<file path="config.mk">
export PLATFORM = sky130hd
export DESIGN_NAME = corr_hex_framer
export DESIGN_NICKNAME = d
export VERILOG_FILES = /design/src/rtl/corr_hex_framer.sv
export SDC_FILE = /design/constraint.sdc
export NUM_CORES = 1
export LEC_CHECK = 0
export BUFFER_PORTS_ARGS = -buffer_cell sky130_fd_sc_hd__clkbuf_2
export CAP_MARGIN = 30
export CORE_AREA = 4 4 86 88
export CTS_CLUSTER_SIZE = 20
export DETAILED_ROUTE_END_ITERATION = 8
export DIE_AREA = 0 0 90 92
export PLACE_DENSITY = 0.68
export SLEW_MARGIN = 10
export SYNTH_ARGS = -nofsm -noshare
export SYNTH_HDL_FRONTEND = slang
export SYNTH_SLANG_ARGS = --single-unit
</file>
<file path="constraint.sdc">
create_clock -name clk -period 3 [get_ports clk]
set_input_delay 0.15 -clock clk [delete_from_list [all_inputs] [get_ports clk]]
set_output_delay 0.15 -clock clk [all_outputs]
set_load 0.005 [all_outputs]
</file>
<file path="src/rtl/corr_hex_framer.sv">
// Counts channel-3/4 correlator hits over a window of stb pulses and reports each
// window as a 7-byte ASCII hex frame ("HH HH\r\n") through a byte-wide UART handshake.
module corr_hex_framer #(
  parameter int unsigned WINDOW    = 256,
  parameter bit          HEX_UPPER = 1'b1
) (
  input  logic       clk,
  input  logic       rst,
  input  logic       stb,
  input  logic       hit3,
  input  logic       hit4,
  input  logic       tx_busy,
  output logic       tx_start,
  output logic [7:0] tx_dat,
  output logic       overrun,
  output logic       frame_busy
);

  localparam int unsigned WW = $clog2(WINDOW);
  localparam logic [WW-1:0] WIN_LAST = WW'(WINDOW - 1);

  typedef enum logic [2:0] {IDLE, LOAD, START, WAIT_HI, WAIT_LO} state_t;

  state_t        state;
  logic [7:0]    c3, c4, c3_nxt, c4_nxt;
  logic [7:0]    snap3, snap4;
  logic [WW-1:0] win_cnt;
  logic [2:0]    idx;
  logic          pending;
  logic          close, frame_done, accept;
  logic [7:0]    cur_byte;

  function automatic logic [7:0] hex(input logic [3:0] n);
    if (n < 4'd10) return 8'h30 + {4'h0, n};
    else           return (HEX_UPPER ? 8'h41 : 8'h61) + {4'h0, n} - 8'd10;
  endfunction

  always_comb begin
    c3_nxt     = (stb && hit3 && c3 != 8'hFF) ? c3 + 8'd1 : c3;
    c4_nxt     = (stb && hit4 && c4 != 8'hFF) ? c4 + 8'd1 : c4;
    close      = stb && (win_cnt == WIN_LAST);
    frame_done = (state == WAIT_LO) && (idx == 3'd6) && !tx_busy;
    // A snapshot is taken only when no frame will be using the snapshot registers,
    // which includes the cycle on which the last byte completes.
    accept     = close && (((state == IDLE) && !pending) || frame_done);
  end

  always_comb begin
    case (idx)
      3'd0:    cur_byte = hex(snap3[7:4]);
      3'd1:    cur_byte = hex(snap3[3:0]);
      3'd2:    cur_byte = 8'h20;
      3'd3:    cur_byte = hex(snap4[7:4]);
      3'd4:    cur_byte = hex(snap4[3:0]);
      3'd5:    cur_byte = 8'h0D;
      default: cur_byte = 8'h0A;
    endcase
  end

  always_ff @(posedge clk or posedge rst) begin
    if (rst) begin
      c3      <= '0;
      c4      <= '0;
      win_cnt <= '0;
      snap3   <= '0;
      snap4   <= '0;
      overrun <= 1'b0;
    end else begin
      if (close) begin
        c3      <= '0;
        c4      <= '0;
        win_cnt <= '0;
      end else begin
        c3 <= c3_nxt;
        c4 <= c4_nxt;
        if (stb) win_cnt <= win_cnt + WW'(1);
      end
      if (accept) begin
        snap3 <= c3_nxt;
        snap4 <= c4_nxt;
      end
      if (close && !accept) overrun <= 1'b1;
    end
  end

  always_ff @(posedge clk or posedge rst) begin
    if (rst) begin
      state      <= IDLE;
      idx        <= '0;
      pending    <= 1'b0;
      tx_start   <= 1'b0;
      tx_dat     <= '0;
      frame_busy <= 1'b0;
    end else begin
      tx_start <= 1'b0;
      if (accept) pending <= 1'b1;
      case (state)
        IDLE: begin
          if (pending) begin
            pending    <= 1'b0;
            idx        <= '0;
            frame_busy <= 1'b1;
            state      <= LOAD;
          end
        end
        LOAD: begin
          tx_dat <= cur_byte;
          state  <= START;
        end
        START: begin
          if (!tx_busy) begin
            tx_start <= 1'b1;
            state    <= WAIT_HI;
          end
        end
        WAIT_HI: begin
          if (tx_busy) state <= WAIT_LO;
        end
        WAIT_LO: begin
          if (!tx_busy) begin
            if (idx == 3'd6) begin
              frame_busy <= 1'b0;
              state      <= IDLE;
            end else begin
              idx   <= idx + 3'd1;
              state <= LOAD;
            end
          end
        end
        default: begin
          frame_busy <= 1'b0;
          state      <= IDLE;
        end
      endcase
    end
  end

endmodule
</file>
==> results.cfg, run 1 <==
[status]
outcome = finished, final reports clean

[synthesis]
synthMuxAreaShare = 0.0207
synthCells = 336
ys_ff_latch = 57
synth_fa_ha_area_frac = 0.0488
synth_most_common_cell = dfrtp_1
syn_nets = 354
seq_area_frac_synth = 0.464
synthXorXnorAreaFrac = 0.0427
synth_common_cells = dfrtp_1, nand2_1, nor2_1, o21ai_0, inv_1
synth_top_area_cell = dfrtp_1
synth_top_area_frac = 0.464
syn-cell-area_um2 = 3080
synth_top_family_by_area = simple AND/OR/NAND/NOR gates
synth_cell_types = 50
yosys.area_share.simple = 0.196
yosysWarningCount = 0
async_reset_ff_frac = 1.00
synthFlopType = dfrtp_1
avgSynthCellArea_um2 = 9.16
synth_edf_count = 0
yosys-top-cells-area = dfrtp_1, nand2_1, ha_1
synth_compound_area_frac = 0.182

[global_routing]
grt_pass1_vias = 2237
grt_max_degree = 34
use_met2 = 0.228
use_met1 = 0.217
grt-busiest-layer = met2
grt_overflow_total = 0
antenna_found_initial = 0
grt_use_met3 = 0.0435
grt_pass1_wl_um = 10500
track_usage = 0.157

[cts]
cts_hold_buf = 1
numClockSinks = 57
clk_latency_ps = 330
cts_resized = 0
cts-root-buf = clkbuf_8
cts_buffers = 9
clk_pin_slew_worst_paths_ps = 60
cts_htree_levels = 3
cts_tree = built
post_cts_buffers = 0
clockBufferDepth = 2

[place]
place_congestion = 0.860
placed_cells_incl_taps = 422
postPlaceCellArea_um2 = 3210
dp_hpwl_um = 4370
io_buffers = 15
dp_slack_ps = 755

[final_layout]
final_cells = 437
final_nets = 372
drive_gt1_frac = 0.115
antenna_cells = 0
post-route-util = 0.509
fillers = 629
final_area_um2 = 3380
area_growth_pct = 9.88

[timing]
setup_slack_ps = 677
fin_worst_skew_ps = 7.21
relSlewSlack = 0.496
drv_slew = 0
fin_crit_sh = 0.774
max_freq_mhz = 431
rsz0062_at_grt = no
fin_hold_ws_ps = 41.3
hold_viol = 0
setup_viol_count_final = 0
tns_ps = 0
fin_crit_ps = 2320
worst_slew_pin_slew_ps = 736

[floorplan]
die_area_um2 = 8280
rows = 30
coreArea_um2 = 6640
io_pins = 17
start_util = 0.463
die_x_um = 90
dieHeight_um = 92

[detailed_routing]
vias_per_cell = 5.57
wl_per_cell_um = 14.0
routed_wirelength_um = 6110
drt_iter0_markers = 176
firstDrtPassIters = 4
drt.antenna.violating_nets = 0
vias = 2436
drc = 0

[power_and_ir_drop]
peakVddDrop_v = 0.000466
p_per_area_nw_per_um2 = 738
leakagePower_nw = 1.48
total_power_mw = 2.50

[worst_setup_path]
cp_cell_sequence = inv_1 > ha_1 > a2111oi_0 > a2111oi_0 > o21ai_0
timing.critical_path.mode_cell = a2111oi_0
worstSetupPathType = reg -> reg
critPathRequiredTime_ps = 3240
cp-start-kind = flip-flop
cp.buffers_inverters = 1
cp_top_family = compound AO/OA/AOI/OAI gates
cp_max_fo = 16
crit_path_end_kind = flip-flop
crit_slowest_cell = a2111oi_0
cpPeakStageDelay_ps = 670
critical_path_arrival_ps = 2570

[worst_hold_path]
worstHoldPathType = in -> reg

[run]
maxCapViolCount = 0
==> report_power, final <==
group	internal, mW	switching (mW)
Clock	0.311	0.285
Combinational	0.314	0.410
Sequential	0.962	0.215
Total	1.59	0.909
==> cells by family after synthesis <==
family,count (synthesis)
and+or+nand+nor,122
AOI/OAI and AO/OA,90
DFF,57
buffers and inverters,33
xor gates and xnor gates,15
adders and majority gates,12
muxes,6
other,1
==> final timing paths <==
kind	from	to	slack, ps	cells past startpoint
setup / recovery	idx[2]	tx_dat[3]	680	5
hold / removal	tx_busy	tx_start	40	2
setup reg to reg	idx[2]	tx_dat[3]	680	5
hold reg to reg	overrun	overrun	470	1
max in group asynchronous	rst	snap4[7]	1770	4
min in group asynchronous	rst	overrun	430	3
==> sequential cells by signal, summed over array words and instances (netlist names) <==
register    flops
c3              8
c4              8
snap3           8
snap4           8
win_cnt         8
tx_dat          7
idx             3
state           3
frame_busy      1
overrun         1
pending         1
tx_start        1
==> placed cells by master, fill, tap and decap left out, types with 6 or more instances in the layout <==
master and n:
nand2_1 46, nor2_1 30, ha_1 12, dfrtp_1 57
o21ai_1 16, a21oi_1 17, xnor2_1 12, clkbuf_8 10
inv_1 21, clkbuf_2 15, nand4_1 6, nor3_1 6
o21ai_0 28
==> layout make-up <==
class                      count  area, um^2  area share
clock buffer                  11         141      0.0418
clock inverter                 3        18.8     0.00555
inverter                      22        82.6      0.0244
multi-input combinational    246        1510       0.447
sequential                    57        1430       0.422
tap                           80         100      0.0296
timing repair buffer          18         100      0.0296
==> routing by layer <==
metal | up-vias | wire length, um
met2 | 48 | 2750
li1 | 1213 | -
met5 | - | 0
met4 | 0 | 157
met3 | 15 | 243
met1 | 1160 | 2960
==> worst register-to-register path, delay by kind of cell, from the launching register on <==
kind	cells	cell delay (ps)
flip-flops	1	630
buffers and inverters	1	190
adder cells (fa/ha/maj)	1	330
AO/OA/AOI/OAI	3	1080
Power figures use the tool's default switching activity.
==> run 2, diff against run 1 <==
--- a/config.mk
+++ b/config.mk
@@ -5,12 +5,13 @@
 export SDC_FILE = /design/constraint.sdc
 export NUM_CORES = 1
 export LEC_CHECK = 0
+export ABC_AREA = 1
 export BUFFER_PORTS_ARGS = -buffer_cell sky130_fd_sc_hd__clkbuf_2
 export CAP_MARGIN = 30
-export CORE_AREA = 4 4 86 88
+export CORE_AREA = 4 4 90 92
 export CTS_CLUSTER_SIZE = 20
 export DETAILED_ROUTE_END_ITERATION = 8
-export DIE_AREA = 0 0 90 92
+export DIE_AREA = 0 0 94 96
 export PLACE_DENSITY = 0.68
 export SLEW_MARGIN = 10
 export SYNTH_ARGS = -nofsm -noshare
==> constraint.sdc (replaced) <==
create_clock -name clk -period 2.3 [get_ports clk]
set_input_delay 0.115 -clock clk [delete_from_list [all_inputs] [get_ports clk]]
set_output_delay 0.115 -clock clk [all_outputs]
set_load 0.005 [all_outputs]
==> results.cfg, run 2 <==
[status]
outcome = finished, final reports clean

[timing]
fin_crit_ps = 1820
setup_viol_count_final = 0
fin_crit_sh = 0.791
fin_worst_skew_ps = 7.57
drv_slew = 0
worst_slew_pin_slew_ps = 521
fin_hold_ws_ps = 23.6
tns_ps = 0
rsz0062_at_grt = no
max_freq_mhz = 550
hold_viol = 0
relSlewSlack = 0.653

[place]
place_congestion = 0.875
dp_hpwl_um = 5110
io_buffers = 15

[synthesis]
synthFlopType = dfrtp_1
synth_cell_types = 31
synth_edf_count = 0
synth_top_area_frac = 0.423
avgSynthCellArea_um2 = 7.13
synth_common_cells = nand2_1, inv_1, dfrtp_1, nor2_1, nand3_1
yosysWarningCount = 0
async_reset_ff_frac = 1.00
synthCells = 473
synth_top_area_cell = dfrtp_1
ys_ff_latch = 57
synth_most_common_cell = nand2_1
syn-cell-area_um2 = 3370
yosys-top-cells-area = dfrtp_1, nand2_1, inv_1
seq_area_frac_synth = 0.423
syn_nets = 491

[detailed_routing]
drt.antenna.violating_nets = 0
vias_per_cell = 4.82
drt_iter0_markers = 120
routed_wirelength_um = 6830
vias = 2887
wl_per_cell_um = 11.4
drc = 0
firstDrtPassIters = 4

[global_routing]
grt_overflow_total = 0
grt_max_degree = 42
track_usage = 0.169
grt_pass1_vias = 2766
antenna_found_initial = 0
grt_pass1_wl_um = 12200

[worst_setup_path]
crit_path_end_kind = flip-flop
critical_path_arrival_ps = 2030
rr_startpoint = idx[0]
cp-start-kind = flip-flop
rrSetupSlack_ps = 480
r2r_cells = 9
rr_endpoint = snap4[3]
worstSetupPathType = reg -> reg
cp_max_fo = 19
critPathRequiredTime_ps = 2510

[worst_hold_path]
min_from = tx_busy
worstHoldPathType = in -> reg
whs_endpoint = tx_start
hold_path_depth = 2

[floorplan]
rows = 31
dieHeight_um = 96
die_area_um2 = 9020
start_util = 0.468
die_x_um = 94
coreArea_um2 = 7210
io_pins = 17

[cts]
clk_latency_ps = 320
numClockSinks = 57
cts_resized = 0
cts_hold_buf = 1
cts-root-buf = clkbuf_8
cts_htree_levels = 3
clockBufferDepth = 2
cts_buffers = 9
cts_tree = built
clk_pin_slew_worst_paths_ps = 70
post_cts_buffers = 0

[power_and_ir_drop]
peakVddDrop_v = 0.000518
pwr-share-clk = 0.257
seq_power_share = 0.409
swShare = 0.371
internal_power_mw = 2.28
p_per_area_nw_per_um2 = 963
leakagePower_nw = 2.02
total_power_mw = 3.63
p_sw_mw = 1.35
power_frac_comb = 0.334

[final_layout]
area_growth_pct = 11.7
final_nets = 514
drive_gt1_frac = 0.110
layout_commonest_cell = nand2_1
antenna_cells = 0
final_cell_mix = nand2_1, inv_1, dfrtp_1

[run]
maxCapViolCount = 0
run 2: per-layer routing:
| layer | vias up | share of wire | routed length (um) | GRT usage |
|---|---|---|---|---|
| li1 | 1530 | - | - | - |
| met1 | 1305 | 0.50 | 3410 | 0.223 |
| met2 | 39 | 0.46 | 3120 | 0.278 |
| met3 | 13 | 0.022 | 153 | 0.0242 |
| met4 | 0 | 0.021 | 140 | 0.0746 |
| met5 | - | 0 | 0 | 0 |
run 2: power groups by stage:
stage | Combinational (mW) | Clock (mW) | Sequential, mW
2_1_floorplan | 0.953 | 0 | 1.46
5_1_grt | 1.43 | 1.00 | 1.52
3_5_place_dp | 1.21 | 0 | 1.50
6_report | 1.21 | 0.934 | 1.48
3_3_place_gp | 1.19 | 0 | 1.49
4_1_cts | 1.22 | 0.960 | 1.48
run 2: how the worst max path moves through the flow:
stage	start	end	slack, ps	depth (start not counted)
2_1_floorplan	idx[0]	snap3[7]	780	10
3_3_place_gp	idx[0]	snap4[6]	580	9
3_5_place_dp	idx[0]	snap4[3]	510	9
4_1_cts	idx[0]	snap4[3]	480	9
5_1_grt	idx[0]	snap4[7]	280	9
6_report	idx[0]	snap4[3]	480	9
run 2: critical path: stages (launching register included):
cell	delay (ps)
dfrtp_1	400
inv_1	120
ha_1	180
nand2_1	80
nor2_1	140
nand2_2	90
a21oi_4	360
inv_4	160
nand2_1	100
o21ai_1	60
run 2: metrics by stage:
step / cells / cell area, um^2 / setup WS, ps / util
final: 599 / 3770 / 481 / 0.522
after global routing: 599 / 3770 / 279 / 0.522
after CTS: 598 / 3750 / 480 / 0.520
after detailed placement: 582 / 3540 / 512 / 0.491
after global placement: 582 / 3540 / 584 / 0.491
after floorplan: 473 / 3370 / 777 / -
run 2: cell type report:
type / instances / area (um^2)
sequential: 57 / 1430
clock buffer: 12 / 155
tap: 99 / 124
fill: 703 / 3450
timing repair buffer: 20 / 128
inverter: 66 / 250
clock inverter: 3 / 40.0
multi-input combinational: 342 / 1650
run 2: cell families (layout without fill, tap and decap cells):
group,Yosys count,after routing,synth area share
simple gates,271,271,0.337
buf+inv,74,101,0.0894
flops,57,57,0.423
compound gates,49,49,0.0820
fa+ha+maj,12,12,0.0445
xor+xnor,9,9,0.0234
other cells,1,1,0.00111
==> run 3, diff against run 2 <==
--- a/config.mk
+++ b/config.mk
@@ -12,7 +12,7 @@
 export CTS_CLUSTER_SIZE = 20
 export DETAILED_ROUTE_END_ITERATION = 8
 export DIE_AREA = 0 0 94 96
-export PLACE_DENSITY = 0.68
+export PLACE_DENSITY = 0.7
 export SLEW_MARGIN = 10
 export SYNTH_ARGS = -nofsm -noshare
 export SYNTH_HDL_FRONTEND = slang
==> constraint.sdc (replaced) <==
create_clock -name clk -period 1.65 [get_ports clk]
set_input_delay 0.0825 -clock clk [delete_from_list [all_inputs] [get_ports clk]]
set_output_delay 0.0825 -clock clk [all_outputs]
set_load 0.005 [all_outputs]
==> results.cfg, run 3 (synthesis gave the netlist of run 2 again) <==
[final_layout]
final_area_um2 = 3910
final_cell_mix = nand2_1, inv_1, dfrtp_1
final_cells = 610
layout_commonest_cell = nand2_1
area_growth_pct = 15.8
antenna_cells = 0
final_nets = 526
post-route-util = 0.541
drive_gt1_frac = 0.162

[run]
maxCapViolCount = 0

[floorplan]
coreArea_um2 = 7210
io_pins = 17
start_util = 0.468
die_x_um = 94
dieHeight_um = 96
die_area_um2 = 9020
rows = 31

[detailed_routing]
drc = 0
vias = 2986
drt_iter0_markers = 157
routed_wirelength_um = 7000
vias_per_cell = 4.90
wl_per_cell_um = 11.5
firstDrtPassIters = 4
drt.antenna.violating_nets = 0

[cts]
numClockSinks = 57
clockBufferDepth = 2
cts_htree_levels = 3
cts-root-buf = clkbuf_8
cts_buffers = 9
cts_tree = built
clk_latency_ps = 340
clk_pin_slew_worst_paths_ps = 60

[power_and_ir_drop]
pwr-share-clk = 0.225
internal_power_mw = 3.10
peakVddDrop_v = 0.000635
swShare = 0.387
p_sw_mw = 1.95
seq_power_share = 0.411
power_frac_comb = 0.365
p_per_area_nw_per_um2 = 1290
leakagePower_nw = 2.05

[timing]
setup_viol_count_final = 0
hold_viol = 0
drv_slew = 0
rsz0062_at_grt = yes
fin_worst_skew_ps = 8.63
max_freq_mhz = 628
setup_slack_ps = 57.6
fin_crit_sh = 0.965
fin_crit_ps = 1590

[place]
place_congestion = 0.856
dp_slack_ps = 35.4
placed_cells_incl_taps = 591
dp_hpwl_um = 5230
io_buffers = 15
postPlaceCellArea_um2 = 3640

[status]
outcome = finished, final reports clean

[worst_setup_path]
crit_path_end_kind = flip-flop
rrSetupSlack_ps = 60
critical_path_arrival_ps = 1800
cp_top_family = simple AND/OR/NAND/NOR gates
cp-start-kind = flip-flop
cpPeakStageDelay_ps = 360
cp.buffers_inverters = 2
cp_cell_sequence = ha_2 > nand2_2 > nor2_4 > nand2_2 > nand2_4 > clkinvlp_4 > nor2_4 > buf_4 > a211oi_1
critPathRequiredTime_ps = 1860
cp_max_fo = 6
worstSetupPathType = reg -> reg
crit_slowest_cell = dfrtp_1

[global_routing]
grt_pass1_wl_um = 12100
grt_overflow_total = 0
antenna_found_initial = 0
grt_max_degree = 42
track_usage = 0.168
grt_pass1_vias = 2821

[worst_hold_path]
worstHoldPathType = in -> reg
-- run 3: cell count changes in the layout (fill, tap and decap cells not counted), moves of 4 or more --
cell     previous run  this run
nor2_2              3         7
nand2_2             4        13
nand2_1           158       148
buf_4               3        12
nor2_1             46        40
-- run 3: path summary, 6_finish.rpt --
kind,startpoint,end,cells past startpoint
min in group asynchronous,rst,frame_busy,3
setup / recovery,c3[1],c3[4],9
hold reg to reg,tx_dat[5],tx_dat[5],2
setup reg to reg,c3[1],c3[4],9
hold / removal,stb,win_cnt[0],2
max in group asynchronous,rst,c3[7],4
-- run 3: layout make-up --
| class | instances | area (um^2) |
|---|---|---|
| Fill cell | 712 | 3310 |
| Multi-Input combinational cell | 342 | 1710 |
| Sequential cell | 57 | 1430 |
| Inverter | 66 | 254 |
| Timing Repair Buffer | 31 | 225 |
| Clock buffer | 14 | 163 |
| Tap cell | 99 | 124 |
| Timing Repair inverter | 1 | 7.51 |
-- run 3: worst register-to-register path: cells and delay by family (launching register included) --
family	cells	cell delay, ps
adders and majority gates	1	200
AOI/OAI and AO/OA	1	30
buffers and inverters	2	300
DFF	1	360
and+or+nand+nor	5	560
-- run 3: per-stage QoR --
| stage | hold WS (ps) | setup TNS [ps] | power, mW |
|---|---|---|---|
| after global routing | 123 | -285 | 5.50 |
| after detailed placement | 69.0 | 0 | 3.82 |
| after floorplan | 149 | 0 | 3.36 |
| final | 84.6 | 0 | 5.05 |
| after CTS | 72.6 | 0 | 4.97 |
| after global placement | 67.7 | 0 | 3.76 |
-- run 3: power by group through the flow --
stage / combinational, mW / sequential, mW / clock, mW
floorplan: 1.33 / 2.03 / 0
global placement: 1.69 / 2.07 / 0
detailed placement: 1.74 / 2.08 / 0
CTS: 1.74 / 2.06 / 1.17
global route: 2.15 / 2.13 / 1.23
finish: 1.84 / 2.07 / 1.13
-- run 3: per-layer routing --
layer	vias up	GRT usage	wire length, um	share of wire
met1	1362	0.220	3460	0.49
met3	13	0.0289	255	0.036
li1	1555	-	-	-
met2	56	0.273	3150	0.45
met4	0	0.0794	133	0.019
met5	-	0	0	0
-- run 3: repair_timing --
item / 4_1_cts / 5_1_grt
setup endpoints to repair: 0 / 36
setup buffers: 0 / 2
resized for setup: 0 / 26
hold endpoints to repair: 17 / 0
hold buffers: 2 / 0
